$ cat src/rtl/lsu_axi_master_if.sv
// rtl/lsu_axi_master_if.sv - AXI-lite AR/R/AW/W/B channel bundle for the LSU bus master
interface lsu_axi_master_if #(
  parameter int ADDR_W = 32
);
  logic [ADDR_W-1:0] araddr;
  logic              arvalid;
  logic              arready;
  logic [31:0]       rdata;
  logic [1:0]        rresp;
  logic              rvalid;
  logic              rready;
  logic [ADDR_W-1:0] awaddr;
  logic              awvalid;
  logic              awready;
  logic [31:0]       wdata;
  logic [3:0]        wstrb;
  logic              wvalid;
  logic              wready;
  logic [1:0]        bresp;
  logic              bvalid;
  logic              bready;

  modport master (
    output araddr, arvalid, input arready,
    input rdata, rresp, rvalid, output rready,
    output awaddr, awvalid, input awready,
    output wdata, wstrb, wvalid, input wready,
    input bresp, bvalid, output bready
  );

  modport slave (
    input araddr, arvalid, output arready,
    output rdata, rresp, rvalid, input rready,
    input awaddr, awvalid, output awready,
    input wdata, wstrb, wvalid, output wready,
    output bresp, bvalid, input bready
  );
endinterface

$ cat src/rtl/lsu_axi_master.sv
// rtl/lsu_axi_master.sv - single-outstanding load/store to AXI-lite master with lane alignment
module lsu_axi_master #(
  parameter int ADDR_W = 32
) (
  input  logic              clk,
  input  logic              rst,
  input  logic              req_valid,
  output logic              req_ready,
  input  logic              req_wen,
  input  logic [ADDR_W-1:0] req_addr,
  input  logic [31:0]       req_wdata,
  input  logic [1:0]        req_size,
  input  logic              req_unsigned,
  output logic              resp_valid,
  input  logic              resp_ready,
  output logic [31:0]       resp_rdata,
  output logic              resp_err,
  lsu_axi_master_if.master  bus
);

  typedef enum logic [2:0] {IDLE, AR, R, W, B, RESP} state_t;

  state_t      state;
  logic [1:0]  lat_off;
  logic [1:0]  lat_size;
  logic        lat_unsigned;
  logic        aw_done;
  logic        w_done;
  logic        illegal;
  logic [3:0]  strb;
  logic [31:0] rd_shift;
  logic [31:0] rd_ext;
  logic        aw_fin;
  logic        w_fin;

  assign req_ready = (state == IDLE) && !rst;

  always_comb begin
    illegal = 1'b0;
    case (req_size)
      2'd1:    illegal = req_addr[0];
      2'd2:    illegal = |req_addr[1:0];
      2'd3:    illegal = 1'b1;
      default: illegal = 1'b0;
    endcase
  end

  always_comb begin
    strb = 4'b0000;
    case (req_size)
      2'd0:    strb = 4'b0001 << req_addr[1:0];
      2'd1:    strb = 4'b0011 << req_addr[1:0];
      default: strb = 4'b1111;
    endcase
  end

  // Extraction uses the offset/size latched at accept, not the live request.
  always_comb begin
    rd_shift = bus.rdata >> {lat_off, 3'b000};
    rd_ext   = rd_shift;
    case (lat_size)
      2'd0:    rd_ext = lat_unsigned ? {24'd0, rd_shift[7:0]}  : {{24{rd_shift[7]}}, rd_shift[7:0]};
      2'd1:    rd_ext = lat_unsigned ? {16'd0, rd_shift[15:0]} : {{16{rd_shift[15]}}, rd_shift[15:0]};
      default: rd_ext = rd_shift;
    endcase
  end

  assign aw_fin = aw_done || (bus.awvalid && bus.awready);
  assign w_fin  = w_done  || (bus.wvalid && bus.wready);

  always_ff @(posedge clk) begin
    if (rst) begin
      state        <= IDLE;
      lat_off      <= 2'd0;
      lat_size     <= 2'd0;
      lat_unsigned <= 1'b0;
      aw_done      <= 1'b0;
      w_done       <= 1'b0;
      bus.araddr   <= '0;
      bus.arvalid  <= 1'b0;
      bus.rready   <= 1'b0;
      bus.awaddr   <= '0;
      bus.awvalid  <= 1'b0;
      bus.wdata    <= 32'd0;
      bus.wstrb    <= 4'd0;
      bus.wvalid   <= 1'b0;
      bus.bready   <= 1'b0;
      resp_valid   <= 1'b0;
      resp_rdata   <= 32'd0;
      resp_err     <= 1'b0;
    end else begin
      case (state)
        IDLE: begin
          if (req_valid) begin
            lat_off      <= req_addr[1:0];
            lat_size     <= req_size;
            lat_unsigned <= req_unsigned;
            if (illegal) begin
              resp_valid <= 1'b1;
              resp_err   <= 1'b1;
              resp_rdata <= 32'd0;
              state      <= RESP;
            end else if (req_wen) begin
              bus.awaddr  <= req_addr;
              bus.awvalid <= 1'b1;
              bus.wdata   <= req_wdata << {req_addr[1:0], 3'b000};
              bus.wstrb   <= strb;
              bus.wvalid  <= 1'b1;
              aw_done     <= 1'b0;
              w_done      <= 1'b0;
              state       <= W;
            end else begin
              bus.araddr  <= req_addr;
              bus.arvalid <= 1'b1;
              state       <= AR;
            end
          end
        end
        AR: begin
          if (bus.arready) begin
            bus.arvalid <= 1'b0;
            bus.rready  <= 1'b1;
            state       <= R;
          end
        end
        R: begin
          if (bus.rvalid) begin
            bus.rready <= 1'b0;
            resp_rdata <= rd_ext;
            resp_err   <= |bus.rresp;
            resp_valid <= 1'b1;
            state      <= RESP;
          end
        end
        W: begin
          if (bus.awvalid && bus.awready) bus.awvalid <= 1'b0;
          if (bus.wvalid && bus.wready)   bus.wvalid  <= 1'b0;
          aw_done <= aw_fin;
          w_done  <= w_fin;
          if (aw_fin && w_fin) begin
            bus.bready <= 1'b1;
            state      <= B;
          end
        end
        B: begin
          if (bus.bvalid) begin
            bus.bready <= 1'b0;
            resp_rdata <= 32'd0;
            resp_err   <= |bus.bresp;
            resp_valid <= 1'b1;
            state      <= RESP;
          end
        end
        RESP: begin
          if (resp_ready) begin
            resp_valid <= 1'b0;
            resp_err   <= 1'b0;
            resp_rdata <= 32'd0;
            state      <= IDLE;
          end
        end
        default: state <= IDLE;
      endcase
    end
  end

endmodule

$ cat src/flat_wrapper.sv
// flat-port wrapper written by rule: the top's interface ports become plain ports
module lsu_axi_master_flat 
#(
  parameter int ADDR_W = 32
)
  (clk, rst, req_valid, req_ready, req_wen, req_addr, req_wdata, req_size, req_unsigned, resp_valid, resp_ready, resp_rdata, resp_err, bus_araddr, bus_arvalid, bus_arready, bus_rdata, bus_rresp, bus_rvalid, bus_rready, bus_awaddr, bus_awvalid, bus_awready, bus_wdata, bus_wstrb, bus_wvalid, bus_wready, bus_bresp, bus_bvalid, bus_bready);
  lsu_axi_master_if #(.ADDR_W(ADDR_W)) bus_i ();
  input  logic clk;
  input  logic rst;
  input  logic req_valid;
  output logic req_ready;
  input  logic req_wen;
  input  logic [ADDR_W-1:0] req_addr;
  input  logic [31:0] req_wdata;
  input  logic [1:0] req_size;
  input  logic req_unsigned;
  output logic resp_valid;
  input  logic resp_ready;
  output logic [31:0] resp_rdata;
  output logic resp_err;
  output wire logic [$bits(bus_i.araddr)-1:0] bus_araddr;
  output wire logic [$bits(bus_i.arvalid)-1:0] bus_arvalid;
  input wire logic [$bits(bus_i.arready)-1:0] bus_arready;
  input wire logic [$bits(bus_i.rdata)-1:0] bus_rdata;
  input wire logic [$bits(bus_i.rresp)-1:0] bus_rresp;
  input wire logic [$bits(bus_i.rvalid)-1:0] bus_rvalid;
  output wire logic [$bits(bus_i.rready)-1:0] bus_rready;
  output wire logic [$bits(bus_i.awaddr)-1:0] bus_awaddr;
  output wire logic [$bits(bus_i.awvalid)-1:0] bus_awvalid;
  input wire logic [$bits(bus_i.awready)-1:0] bus_awready;
  output wire logic [$bits(bus_i.wdata)-1:0] bus_wdata;
  output wire logic [$bits(bus_i.wstrb)-1:0] bus_wstrb;
  output wire logic [$bits(bus_i.wvalid)-1:0] bus_wvalid;
  input wire logic [$bits(bus_i.wready)-1:0] bus_wready;
  input wire logic [$bits(bus_i.bresp)-1:0] bus_bresp;
  input wire logic [$bits(bus_i.bvalid)-1:0] bus_bvalid;
  output wire logic [$bits(bus_i.bready)-1:0] bus_bready;
  assign bus_araddr = bus_i.araddr;
  assign bus_arvalid = bus_i.arvalid;
  assign bus_i.arready = bus_arready;
  assign bus_i.rdata = bus_rdata;
  assign bus_i.rresp = bus_rresp;
  assign bus_i.rvalid = bus_rvalid;
  assign bus_rready = bus_i.rready;
  assign bus_awaddr = bus_i.awaddr;
  assign bus_awvalid = bus_i.awvalid;
  assign bus_i.awready = bus_awready;
  assign bus_wdata = bus_i.wdata;
  assign bus_wstrb = bus_i.wstrb;
  assign bus_wvalid = bus_i.wvalid;
  assign bus_i.wready = bus_wready;
  assign bus_i.bresp = bus_bresp;
  assign bus_i.bvalid = bus_bvalid;
  assign bus_bready = bus_i.bready;
  lsu_axi_master #(.ADDR_W(ADDR_W)) u_core (.clk(clk), .rst(rst), .req_valid(req_valid), .req_ready(req_ready), .req_wen(req_wen), .req_addr(req_addr), .req_wdata(req_wdata), .req_size(req_size), .req_unsigned(req_unsigned), .resp_valid(resp_valid), .resp_ready(resp_ready), .resp_rdata(resp_rdata), .resp_err(resp_err), .bus(bus_i));
endmodule
$ cat config.mk
export PLATFORM = sky130hd
export DESIGN_NAME = lsu_axi_master_flat
export DESIGN_NICKNAME = d
export VERILOG_FILES = /design/src/rtl/lsu_axi_master_if.sv /design/src/rtl/lsu_axi_master.sv /design/src/flat_wrapper.sv
export SDC_FILE = /design/constraint.sdc
export NUM_CORES = 1
export LEC_CHECK = 0
export BUFFER_PORTS_ARGS = -buffer_cell sky130_fd_sc_hd__buf_2
export CAP_MARGIN = 20
export CORE_MARGIN = 1
export CORE_UTILIZATION = 45
export DETAILED_ROUTE_END_ITERATION = 7
export GPL_ROUTABILITY_DRIVEN = 0
export GPL_TIMING_DRIVEN = 0
export PLACE_DENSITY = 0.74
export SKIP_CTS_REPAIR_TIMING = 1
export SLEW_MARGIN = 20
export SYNTH_ARGS = -nofsm -noshare
export SYNTH_HDL_FRONTEND = slang
export SYNTH_SLANG_ARGS = --single-unit
$ cat constraint.sdc
create_clock -name clk -period 6.1 [get_ports clk]
set_clock_uncertainty 0.05 [all_clocks]
set_input_delay 0.61 -clock clk [delete_from_list [all_inputs] [get_ports clk]]
set_output_delay 0.61 -clock clk [all_outputs]
set_load 0.03 [all_outputs]
# == Word-level counts from Yosys, hierarchy flattened ==
# Index checks and enable logic that the tools add are counted.
# Widths: inputs -> output; s select.
# op_classes
n_reduce_logical,29
n_shift,4
bitwise,2
eq_ne,21
n_mux,52
# ops
op,n
$mux 32,7
$pmux 32 s4,1
$pmux 32 s2,1
$shl 32x5->32,1
$shr 32x5->32,1
$mux 1,23
$mux 3,7
$pmux 3 s6,1
$ne 2x2->1 const B,8
$reduce_and 5->1,3
$pmux 1 s2,7
$reduce_and 4->1,3
$reduce_and 6->1,2
$ne 2x1->1 const B,4
$pmux 1 s4,2
$pmux 4 s2,1
$reduce_bool 2->1,4
$eq 3x2->1 const B,2
$eq 3x3->1 const B,2
$reduce_and 3->1,2
$reduce_or 2->1,3
$eq 2x1->1 const B,2
$eq 2x2->1 const B,2
$logic_and 1x1->1,4
other kinds (12),15
# word_totals
output_inout_bits,140
regBits,149
inputBits,113
word_cells,126

# == Longest topological paths before layout ==
# depth
word_depth,5
ltp_mapped,8
depth_no_buf,4

# == Worst setup path before layout ==
# OpenSTA, ideal clock, no wires.
# synth_path
path_type,input -> output
startpoint,input rst
endpoint,output req_ready
slack_ns,3.540
path_stages,3
arrival_ns,1.900
path_cell_list,clkbuf_1 clkbuf_1 nor4_1
# synth_between
elab_chain_cells,2
# synth_lines
item,line,text
from (decl),flat_wrapper.sv:9,input logic rst;
$logic_not 1->1,lsu_axi_master.sv:36,assign req_ready = (state == IDLE) && !rst;
$logic_and 1x1->1,lsu_axi_master.sv:36,
to (decl),flat_wrapper.sv:11,output logic req_ready;
# No other way between the ends.

# == Worst setup path after layout ==
# layout_path
startpoint,register u_core.state[2]
endpoint,register u_core.bus.wdata[23]
# layout_between
elab_chain_cells,2
# layout_lines
item,line,text
from (decl),lsu_axi_master.sv:23,state_t state;
from (signal assigned),lsu_axi_master.sv:73,state <= IDLE;
from (signal assigned),lsu_axi_master.sv:102,state <= RESP;
from (signal assigned),lsu_axi_master.sv:111,state <= W;
$logic_not 3->1,lsu_axi_master.sv:92,case (state)
$reduce_and 4->1 (no line),--,
to (signal assigned),lsu_axi_master.sv:106,"bus.wdata <= req_wdata << {req_addr[1:0], 3'b000};"
to (decl),lsu_axi_master_if.sv:27,"output wdata, wstrb, wvalid, input wready,"
# No other way between the ends.
# A chain may end at the register's enable or synchronous reset.

==> results.md <==
- Fmax: 0.394 GHz
- WP data arrival: 2.79 ns
- First DRT Iteration DRCs: 563
- Worst-margin pin slew: 0.893 ns
- Starting density of the core: 46.8%
- Crit path to: u_core.bus.wdata[23]
- Sequential-to-total area share from yosys stat: 45.4%
- WL per Instance: 17.0 um
- Hold Path Class: in2reg
- EDFF count, synth: 0
- Cell count after synthesis: 783
- H-tree depth: 4
- Area of the core: 14,000 um2
- Mapped Avg Cell Area: 8.40 um2
- Drt drc: 0
- GR Overflow Total: 0
- CP max-delay cell: nor4b_4
- Pins Over Slew Limit: 0
- Max cap viols: 0
- P&R area growth vs syn: 31.6%
- Antenna violations before repair: 1
- Via Count: 6,836
- Io pins: 253
- GR Util All Layers: 28.3%
- CTS tree: yes
- Synth Register Bits: 149
- Mapped cell area: 6580 um2
- Static leakage power: 3.73 nW
- Final Cycle Share: 41.6%
- Core Util, Final: 61.6%
- Share of cells above drive strength 1: 31.6%
- Hpwl dp: 16,100 um
- Root buffer cell: clkbuf_16
- Pwr/cell area: 351 nW/um2
- Yosys cell types: 51
- Vias in the first global route: 6,394
- Reg-to-reg startpoint: u_core.state[2]
- Final Critical Period: 2.54 ns
- Synth Net Count: 896
- Pre-Repair DR Iteration Count: 7
- CP peak stage delay: 0.49 ns
- Synth Warn #: 0
- CP Cell Sequence: buf_2 -> nor4b_4 -> o211ai_1 -> clkbuf_1 -> clkbuf_1 -> a211oi_1 -> nor3_1
- Die area: 15,100 um2
- Synth Flop Type: dfxtp_1
- Largest net degree at the start of global routing: 17
- Worst Setup Start Kind: flop
- RSZ-0062 raised after global routing: no
- Max Root-Sink Buffers: 2
- Chip height: 123 um
- Clk sinks: 149
- Vias per std cell: 5.48
- Setup tns final: 0 ns
- Crit Path Class: reg2reg
- Maximum vdd drop: 0.240 mV
- Cell Rows: 43
- Post-synthesis async set-or-reset flop share: 0%
- Status: complete, no violations
- Most frequent cell on the critical path: clkbuf_1
- Fill count: 1,332
- R2r setup slk: 3.56 ns
- Reg2reg end: u_core.bus.wdata[23]
- CP Max Fanout: 10
- CP startpoint: u_core.state[2]
- Relative slew slack: 40.4%
- Clock Latency Late Sink: 0.43 ns
- Crit end category: flop
- Num CTS Buffers: 17
- R2r worst-path depth: 7
- Clk slew on worst S/H paths: 0.06 ns
- Detailed Route WL: 21,200 um
- Register area: 2980 um2
- CP required: 6.35 ns
- ANT nets after route: 0
- Final Hold Fails: 0
- Width of the die: 123 um
- Input/output buffers: 250
- First-pass GRT wire length: 32,600 um
- Final net count: 1,165
- Multi-input gate area: 3280 um2
- Final setup vio count: 0
through the flow:
step,setup WS (ns),instances,power (W),instance area (um2),hold slack [ns]
global placement,3.45,1213,0.00199,8050,0.387
global route,3.37,1246,0.00317,8650,0.356
detailed placement,3.38,1213,0.00200,8050,0.390
finish,3.56,1247,0.00304,8650,0.345
CTS,3.59,1245,0.00304,8640,0.331
floorplan,3.54,783,0.00173,6580,0.382
cells by family after synthesis:
group	share of synthesized area, %
AOI/OAI and AO/OA	20.3
buffers and inverters	4.83
DFF	45.4
muxes	9.21
and+or+nand+nor	20.2
cells in the mapped netlist, types with 2 or more instances:
master    count  area, um2
nand2_1     191        717
dfxtp_1     149       2980
a21oi_1     110        551
clkbuf_1     42        158
nor2_1       34        128
mux2i_1      29        290
buf_2        17       85.1
nor3_1       17       85.1
a221o_1      16        160
mux2_2       16        180
a211oi_1     13       97.6
o21ai_0      13       65.1
o211ai_1     12       90.1
nand3_1      11       55.1
or3_1        10       62.6
nand3b_1      9       67.6
o311ai_0      9       78.8
nor4_1        8       50.1
o31ai_1       8       60.1
mux4_2        6        135
nor2b_1       6       37.5
a31o_2        5       43.8
buf_1         5       18.8
buf_4         5       37.5
a311oi_1      4       35.0
inv_1         4       15.0
nand2b_1      4       25.0
a21o_1        3       22.5
and2_1        3       18.8
a31oi_1       2       12.5
nand4_1       2       12.5
metal layers:
| layer | routed length, um | vias up | global-route usage, % |
|---|---|---|---|
| met2 | 9740 | 283 | 45.3 |
| met1 | 9190 | 3182 | 35.4 |
| met3 | 1640 | 56 | 7.62 |
| met4 | 674 | 0 | 12.9 |
| met5 | 0 | - | 0 |
| li1 | - | 3315 | - |
where the power goes:
part	total, W	switching [W]	internal (W)	leakage [nW]
registers	0.00110	0.0000436	0.00105	1.21
clock network	0.00104	0.000460	0.000580	0.287
logic	0.000900	0.000610	0.000290	2.24
total	0.00304	0.00111	0.00192	3.73
layout make-up:
class / instances / area share, %
antenna: 2 / 0.0579
buffer: 69 / 3.46
clock buffer: 17 / 4.92
clock inverter: 15 / 1.87
inverter: 5 / 0.217
multi-input combinational: 560 / 37.9
sequential: 149 / 34.5
tap: 180 / 2.60
timing repair buffer: 250 / 14.5
how the worst min path moves through the flow:
stage	startpoint	end	cells past startpoint
floorplan	u_core.aw_done	u_core.aw_done	2
global placement	u_core.bus.wdata[14]	u_core.bus.wdata[14]	2
detailed placement	u_core.bus.wdata[7]	u_core.bus.wdata[7]	2
CTS	resp_ready	u_core.resp_valid	2
global route	resp_ready	u_core.resp_valid	2
finish	resp_ready	u_core.resp_valid	2
cell usage in the layout, fill, tap and decap left out, types with 12 or more instances in the layout:
cell type	count
a211oi_1	13
a21oi_1	110
a221o_1	16
buf_2	267
clkbuf_1	42
clkbuf_16	17
dfxtp_1	149
mux2_2	16
mux2i_1	29
nand2_1	191
nor2_1	34
nor3_1	17
o211ai_1	12
o21ai_0	13
registers in the layout (all words and copies together) (netlist names):
signal,flops
u_core.bus.araddr,32
u_core.bus.awaddr,32
u_core.bus.wdata,32
u_core.resp_rdata,32
u_core.bus.wstrb,4
u_core.state,3
u_core.lat_off,2
u_core.lat_size,2
u_core.aw_done,1
u_core.bus.arvalid,1
u_core.bus.awvalid,1
u_core.bus.bready,1
u_core.bus.rready,1
u_core.bus.wvalid,1
u_core.lat_unsigned,1
u_core.resp_err,1
u_core.resp_valid,1
u_core.w_done,1
worst max-delay path, delay by kind of cell (launching register included):
| kind | cells | cell delay (ns) |
|---|---|---|
| compound gates | 2 | 0.65 |
| buf+inv | 3 | 0.80 |
| flops | 1 | 0.34 |
| simple gates | 2 | 0.57 |
No activity file was read; power rests on OpenSTA's default activity.
